--- config.mk ---
export PLATFORM = sky130hd
export DESIGN_NAME = child_response_collector
export DESIGN_NICKNAME = d
export VERILOG_FILES = /design/src/rtl/child_response_collector.sv
export SDC_FILE = /design/constraint.sdc
export NUM_CORES = 1
export LEC_CHECK = 0
export BUFFER_PORTS_ARGS = -buffer_cell sky130_fd_sc_hd__buf_4
export CAP_MARGIN = 20
export CORE_MARGIN = 1
export CORE_UTILIZATION = 35
export CTS_CLUSTER_DIAMETER = 100
export CTS_CLUSTER_SIZE = 10
export DETAILED_ROUTE_END_ITERATION = 8
export PLACE_DENSITY = 0.73
export SYNTH_ARGS = -nofsm -noshare
export SYNTH_HDL_FRONTEND = slang
export SYNTH_SLANG_ARGS = --single-unit
--- constraint.sdc ---
create_clock -name clk -period 5.4 [get_ports clk]
set_input_delay 0.54 -clock clk [delete_from_list [all_inputs] [get_ports clk]]
set_output_delay 0.54 -clock clk [all_outputs]
set_load 0.005 [all_outputs]
--- src/rtl/child_response_collector.sv ---
// Gathers one response per child into a registered valid/ready stream, picking
// children round-robin, and closes the round on completion or timeout.
module child_response_collector #(
    parameter int NUM_CHILD = 10,
    parameter int DATA_W    = 16,
    parameter int TIMEOUT   = 1024
) (
    input  logic                          clk,
    input  logic                          rst_n,
    input  logic                          round_start,
    input  logic [NUM_CHILD-1:0]          child_valid,
    input  logic [NUM_CHILD*DATA_W-1:0]   child_data,
    output logic [NUM_CHILD-1:0]          child_ready,
    output logic                          out_valid,
    input  logic                          out_ready,
    output logic [DATA_W-1:0]             out_data,
    output logic [$clog2(NUM_CHILD)-1:0]  out_idx,
    output logic                          busy,
    output logic                          round_done,
    output logic                          round_timeout,
    output logic [NUM_CHILD-1:0]          missing_mask
);

    localparam int IDX_W = $clog2(NUM_CHILD);
    localparam int TMR_W = $clog2(TIMEOUT) + 1;

    typedef enum logic [1:0] {
        S_IDLE,
        S_COLLECT,
        S_DRAIN
    } state_t;

    state_t               r_state;
    state_t               w_state_nxt;
    logic [NUM_CHILD-1:0] r_seen;
    logic [IDX_W-1:0]     r_rr_ptr;
    logic [TMR_W-1:0]     r_timer;
    logic                 r_abort;
    logic                 r_out_valid;
    logic [DATA_W-1:0]    r_out_data;
    logic [IDX_W-1:0]     r_out_idx;
    logic [NUM_CHILD-1:0] r_missing;

    logic [NUM_CHILD-1:0] w_elig;
    logic                 w_slot_free;
    logic                 w_grant_vld;
    logic [IDX_W-1:0]     w_grant_idx;
    logic [NUM_CHILD-1:0] w_grant_oh;
    logic [NUM_CHILD-1:0] w_seen_upd;
    logic                 w_all_seen;
    logic                 w_timer_last;
    logic                 w_exit;

    assign w_elig       = child_valid & ~r_seen;
    assign w_slot_free  = !r_out_valid || out_ready;
    assign w_seen_upd   = r_seen | w_grant_oh;
    assign w_all_seen   = &w_seen_upd;
    assign w_timer_last = (r_timer == TMR_W'(TIMEOUT - 1));
    assign w_exit       = (r_state == S_DRAIN) && (!r_out_valid || out_ready);

    // Rotating priority search starting at rr_ptr, wrapping past the top child.
    always_comb begin
        int j;
        j           = 0;
        w_grant_vld = 1'b0;
        w_grant_idx = '0;
        if (r_state == S_COLLECT && w_slot_free) begin
            for (int k = 0; k < NUM_CHILD; k++) begin
                j = int'(r_rr_ptr) + k;
                if (j >= NUM_CHILD) j = j - NUM_CHILD;
                if (!w_grant_vld && w_elig[j]) begin
                    w_grant_vld = 1'b1;
                    w_grant_idx = IDX_W'(j);
                end
            end
        end
        w_grant_oh = w_grant_vld ? (NUM_CHILD'(1) << w_grant_idx) : '0;
    end

    always_comb begin
        w_state_nxt = r_state;
        case (r_state)
            S_IDLE:    if (round_start) w_state_nxt = S_COLLECT;
            S_COLLECT: if (w_all_seen || w_timer_last) w_state_nxt = S_DRAIN;
            S_DRAIN:   if (w_exit) w_state_nxt = S_IDLE;
            default:   w_state_nxt = S_IDLE;
        endcase
    end

    always_ff @(posedge clk or negedge rst_n) begin
        if (!rst_n) begin
            r_state     <= S_IDLE;
            r_seen      <= '0;
            r_rr_ptr    <= '0;
            r_timer     <= '0;
            r_abort     <= 1'b0;
            r_out_valid <= 1'b0;
            r_out_data  <= '0;
            r_out_idx   <= '0;
            r_missing   <= '0;
        end else begin
            r_state <= w_state_nxt;
            if (r_state == S_IDLE && round_start) begin
                r_seen    <= '0;
                r_timer   <= '0;
                r_abort   <= 1'b0;
                r_missing <= '0;
            end
            // A grant on the final timer cycle still lands in seen before the abort decision.
            if (r_state == S_COLLECT) begin
                r_seen  <= w_seen_upd;
                r_timer <= r_timer + TMR_W'(1);
                if (!w_all_seen && w_timer_last) r_abort <= 1'b1;
            end
            if (w_grant_vld) begin
                r_rr_ptr    <= (w_grant_idx == IDX_W'(NUM_CHILD - 1)) ? '0 : w_grant_idx + IDX_W'(1);
                r_out_valid <= 1'b1;
                r_out_data  <= child_data[w_grant_idx*DATA_W +: DATA_W];
                r_out_idx   <= w_grant_idx;
            end else if (out_ready) begin
                r_out_valid <= 1'b0;
            end
            if (w_exit && r_abort) r_missing <= ~r_seen;
        end
    end

    assign child_ready   = w_grant_oh;
    assign out_valid     = r_out_valid;
    assign out_data      = r_out_data;
    assign out_idx       = r_out_idx;
    assign busy          = (r_state != S_IDLE);
    assign round_done    = w_exit && !r_abort;
    assign round_timeout = w_exit && r_abort;
    assign missing_mask  = r_missing;

endmodule

==> out/qor.txt, run 1 <==
Starting Density: 0.3583
Max-Cap Viols: 0
Yosys reg bits: 59
First-pass GRT wire length: 39.50 mm
Crit path required time: 4.86 ns
TritonCTS clock tree: yes
Crit-path max FO: 17
GRT Util Overall: 0.2558
Setup_tns: 0 ns
Max-slew headroom: 0.4266
Crit path DAT: 4.74 ns
Ys async rst share: 1.000
Critical path endpoint category: primary output
Core area: 0.01877 mm²
Flop2flop setup slack: 0.24 ns
Die width: 140.6 µm
EDFF count, synth: 0
Syn_area_per_cell: 8.140 µm²
Clk_skew: 0.008902 ns
Setup CP Type: flop to primary output
Clock Path Buffers: 2
Commonest non-fill, non-tap cells in the layout: 276 x buf_4, 72 x mux2i_1, 70 x nor2_1, 59 x a21oi_1, 59 x dfrtp_1
Placed instance area: 0.008853 mm²
Die Ht: 140.6 µm
Ports: 218
Slew Limit Fails: 0
H-tree depth: 3
Synth Instances: 826
DR vias: 7,796
Gr ovfl total: 0
Routability cong.: 0.9789
Clk slew on worst S/H paths: 0.05 ns
Max Fclk: 189.4 MHz
Vias in the first global route: 7,287
Layout cells sized above 1: 0.3408
Cell variety after synth: 95
DRC: 0
Antenna Nets Post-Route: 0
DR pass1 iterations: 6
Final #Nets: 1,264
Crit path launch: r_rr_ptr[0]$_DFFE_PN0P_
Status: finished, final reports clean
1st-iter DRT viols: 473
Startpoint Class: flop
Final setup vio count: 0
Core Util, Final: 0.5014
Hold WC Path Type: input port to asynchronous set/reset pin
Hold buffers post-CTS: 0
Slew at the pin closest to its max-slew limit: 0.8468 ns
Initial antenna violation count: 1
R2r endpoint: r_state[0]$_DFFE_PN0P_
Seq/Total Area, Yosys: 0.2196
Part of the cycle the worst path needs: 0.9779
R2R Path Start: r_rr_ptr[2]$_DFFE_PN0P_
Largest net degree at the start of global routing: 60
DP HPWL: 20.12 mm
Worst R2R Path Depth: 18
Post-route insts no fill: 1,306
Top FF cell, synth: dfrtp_1
Clk sink count: 59
Synth-to-layout area growth: 39.95%
Final Routed Wirelength: 25.90 mm
Largest cells by area after synthesis: dfrtp_1 22%, mux2i_1 11%, ha_1 4.5%, a21oi_1 4.4%, nor2_1 4.1%
Dpl cells: 1,278
Synth warn: 0
Synthesized cell area: 0.006724 mm²
Routed wire per std cell: 19.83 µm
Total die area: 0.01977 mm²
Syn Nets: 1,024
Cell area after layout: 0.009410 mm²
Row count: 50
Synth area leader: dfrtp_1
Area share of the largest cell type after synthesis: 0.2196
Total CTS buffers: 9
Tmin final: 5.281 ns
CTS Root Buffer Type: clkbuf_16
Clock Latency Late Sink: 0.34 ns
Final hold vios: 0
Port Buffers: 217
DR vias/cell: 5.969
Most common cell after layout, fill and taps aside: buf_4
==> cells in the mapped netlist (all sizes together) (14+ instances only) <==
cell type / number
nor2: 74
mux2i: 72
a21oi: 63
dfrtp: 59
o21ai: 52
nand2: 47
nand3: 40
a22oi: 30
buf: 28
ha: 24
clkbuf: 23
inv: 21
a221oi: 15
nor2b: 15
o21a: 15
nand2b: 14
==> worst max-delay path, cell delays in order (launching register included) <==
cell       delay [ns]
dfrtp_1          0.43
inv_1            0.14
ha_4             0.23
xor2_1           0.25
ha_1             0.30
a221oi_1         0.38
o32ai_1          0.21
or3_1            0.41
a21oi_1          0.24
and3b_2          0.27
and3_4           0.23
o211ai_1         0.14
a311oi_4         0.14
buf_4            0.17
buf_12           0.15
a2111oi_4        0.40
buf_12           0.21
buf_4            0.12
==> layout make-up <==
| class | count | area [µm²] |
|---|---|---|
| clock inverter | 4 | 73.82 |
| tap | 234 | 292.8 |
| inverter | 21 | 78.83 |
| sequential | 59 | 1476 |
| antenna | 1 | 2.502 |
| clock buffer | 12 | 246.5 |
| fill | 1842 | 9358 |
| timing repair buffer | 280 | 2170 |
| multi-input combinational | 695 | 5070 |
==> what timing repair did <==
action                                  CTS  global route
cloned                                    1             1
gates resized for setup                   0            29
buffers inserted                          1             8
endpoints found under the setup margin    2            26
pin swaps                                 1             4
==> how the worst max path moves through the flow <==
stage                                  end  slack [ns]
finish                      child_ready[8]        0.12
global route                child_ready[3]       -0.08
CTS                         child_ready[8]     0.00009
detailed placement  r_state[0]$_DFFE_PN0P_        0.12
global placement    r_state[0]$_DFFE_PN0P_        0.25
floorplan           r_state[0]$_DFFE_PN0P_        0.06
==> stage by stage <==
step / setup slack [ns] / hold WS [ns]
5_1_grt: -0.07983 / 0.3313
6_report: 0.1195 / 0.2671
3_5_place_dp: 0.1160 / 0.4736
3_3_place_gp: 0.2473 / 0.4621
2_1_floorplan: 0.06002 / 0.2444
4_1_cts: 0.00009059 / 0.2906
==> flip-flops by register name, indices dropped and copies added (netlist names) <==
signal and count:
r_abort 1, r_timer 11, missing_mask 10, r_state 2, out_valid 1, out_idx 4, out_data 16, r_rr_ptr 4
r_seen 10
==> per-layer routing <==
layer / track usage / vias to the layer above / wire length, µm
met5: 0 / - / 0
met4: 0.1293 / 0 / 983
met3: 0.03431 / 58 / 1589
met2: 0.4454 / 375 / 12980
met1: 0.3090 / 3721 / 10350
li1: - / 3642 / -
==> cells by family (layout without fill, tap and decap cells) <==
| group | Yosys count | after routing | share of synthesized area |
|---|---|---|---|
| adders and majority gates | 24 | 24 | 0.04466 |
| AOI/OAI and AO/OA | 286 | 286 | 0.3098 |
| buffers and inverters | 72 | 317 | 0.05024 |
| DFF | 59 | 59 | 0.2196 |
| xor gates and xnor gates | 10 | 10 | 0.01526 |
| muxes | 77 | 77 | 0.1156 |
| other | 0 | 1 | 0 |
| and+or+nand+nor | 298 | 298 | 0.2449 |
Power of run 1 is left out: the tool's default activity adds up to more than one toggle a clock period on the data nets, which glitch-free logic cannot reach.
==> run 2: changes to the inputs <==
- CORE_UTILIZATION: 35 -> 48
- PLACE_DENSITY: 0.73 -> 0.85
==> run 2 against run 1 <==
Die area shrank 27%. Flip-flop and latch count is the same. Routed wire length shrank 0.74%. Register-to-register slack gained 0.14 ns. Global-route usage grew 9.3 points. Cell count shrank 5.6%. Final area shrank 2.4%. Critical path depth shrank 1. Worst setup slack lost 0.011 ns. Critical endpoint unchanged. Highest routed layer unchanged.
==> out/qor.txt, run 2 (synthesis results as in run 1) <==
DRC: 0
Max reg flops: 16
DR vias/cell: 6.402
Ports: 218
Clock Latency Late Sink: 0.34 ns
CP cell instances: inv_1, ha_4, inv_2, ha_1, or3_1, o211a_1, o221a_2, a211oi_1, buf_4, and2b_1, nor4b_1, o31ai_1, a31oi_2, buf_4, a2111oi_4, buf_4
Total CTS buffers: 9
Clk sink count: 59
Row count: 42
Slew at the pin closest to its max-slew limit: 1.006 ns
Clock Path Buffers: 2
Setup CP Type: flop to primary output
Max-slew headroom: 0.3220
Worst path most repeated cell: buf_4
Clk_skew: 0.005445 ns
Starting Density: 0.4998
Slowest stage delay, CP: 0.49 ns
Commonest non-fill, non-tap cells in the layout: 263 x buf_4, 74 x nor2_1, 72 x mux2i_1, 58 x dfrtp_1, 56 x a21oi_1
Initial antenna violation count: 0
R2R Path Start: r_rr_ptr[0]$_DFFE_PN0P_
Crit path DAT: 4.75 ns
Routed wire per std cell: 20.85 µm
Die Ht: 120.4 µm
Gr ovfl total: 0
Total die area: 0.01449 mm²
Vias in the first global route: 7,568
Crit-path max FO: 10
Port Buffers: 217
Most common cell after layout, fill and taps aside: buf_4
PnR worst setup slack: 0.1085 ns
Hold buffers post-CTS: 0
Final Routed Wirelength: 25.71 mm
Cell area after layout: 0.009186 mm²
Largest net degree at the start of global routing: 60
Hold WC Path Type: input port to asynchronous set/reset pin
Status: finished, final reports clean
Part of the cycle the worst path needs: 0.9799
Core area: 0.01345 mm²
R2r endpoint: r_state[0]$_DFFE_PN0P_
Critical path endpoint category: primary output
Max-Cap Viols: 0
Final #Nets: 1,250
TritonCTS clock tree: yes
CP max stage cell: dfrtp_1
Diode count: 0
Routability cong.: 0.9541
Layout cells sized above 1: 0.3311
H-tree depth: 3
First-pass GRT wire length: 39.41 mm
Antenna Nets Post-Route: 0
Core Util, Final: 0.6829
GRT Util Overall: 0.3486
Die width: 120.4 µm
Max Fclk: 189.0 MHz
Startpoint Class: flop
Final hold vios: 0
Tmin final: 5.291 ns
Placed instance area: 0.008723 mm²
DR pass1 iterations: 7
Flop2flop setup slack: 0.38 ns
Synth-to-layout area growth: 36.62%
Clk slew on worst S/H paths: 0.05 ns
CTS Root Buffer Type: clkbuf_16
1st-iter DRT viols: 661
Slew Limit Fails: 0
Worst R2R Path Depth: 19
DP HPWL: 19.93 mm
DR vias: 7,894
Final setup vio count: 0
Crit path required time: 4.86 ns
Place WS: 0.1879 ns
-- run 2: cell count changes in the layout (fill, tap and decap cells not counted), moves of 2 or more --
cell,previous run,this run
nor4b_4,2,0
a21oi_1,59,56
o21ai_0,46,49
nor4b_2,2,5
a21oi_2,4,7
buf_4,276,263
a2111oi_1,2,0
o21ai_1,5,2
nor2_1,70,74
nor2_2,4,0
-- run 2: worst max path at each step --
stage          depth (start not counted)                    start                      to
2_1_floorplan                         23  r_rr_ptr[2]$_DFFE_PN0P_  r_state[0]$_DFFE_PN0P_
3_3_place_gp                          20  r_rr_ptr[1]$_DFFE_PN0P_  r_state[0]$_DFFE_PN0P_
3_5_place_dp                          19  r_rr_ptr[1]$_DFFE_PN0P_  r_state[0]$_DFFE_PN0P_
4_1_cts                               18  r_rr_ptr[1]$_DFFE_PN0P_          child_ready[2]
5_1_grt                               16  r_rr_ptr[0]$_DFFE_PN0P_          child_ready[8]
6_report                              16  r_rr_ptr[0]$_DFFE_PN0P_          child_ready[8]
-- run 2: timing repair --
| action | CTS | global route |
|---|---|---|
| gates resized for setup | 3 | 24 |
| endpoints found under the setup margin | 5 | 16 |
| buffers inserted | 0 | 3 |
| pin swaps | 1 | 3 |
-- run 2: layout make-up --
class / instances / area (µm²)
repair buffers: 266 / 2021
multi-input cells: 695 / 5070
fillers: 1129 / 4267
flip-flops and latches: 59 / 1478
inverters: 21 / 78.83
clock inverters: 6 / 90.09
clock buffers: 10 / 229.0
well taps: 176 / 220.2
-- run 2: per-layer routing --
metal	track usage	part of all wire	vias up
met1	0.4150	0.39	3774
met3	0.08255	0.084	70
met4	0.1451	0.036	0
met2	0.5991	0.49	421
met5	0	0	-
li1	-	-	3629
-- run 2: per-stage QoR --
| stage | std cells | hold slack [ns] | setup TNS, ns |
|---|---|---|---|
| after global routing | 1233 | 0.3437 | -0.006336 |
| after CTS | 1230 | 0.3191 | 0 |
| after detailed placement | 1214 | 0.4689 | 0 |
| after floorplan | 826 | 0.2444 | 0 |
| final | 1233 | 0.2652 | 0 |
| after global placement | 1214 | 0.4628 | 0 |
-- run 2: critical path: cells and delay by family (launching register included) --
kind,cells,cell delay [ns]
adders and majority gates,2,0.58
DFF,1,0.49
and+or+nand+nor,3,0.70
buffers and inverters,5,0.78
AOI/OAI and AO/OA,6,1.86
Power of run 2 is left out for the same reason.
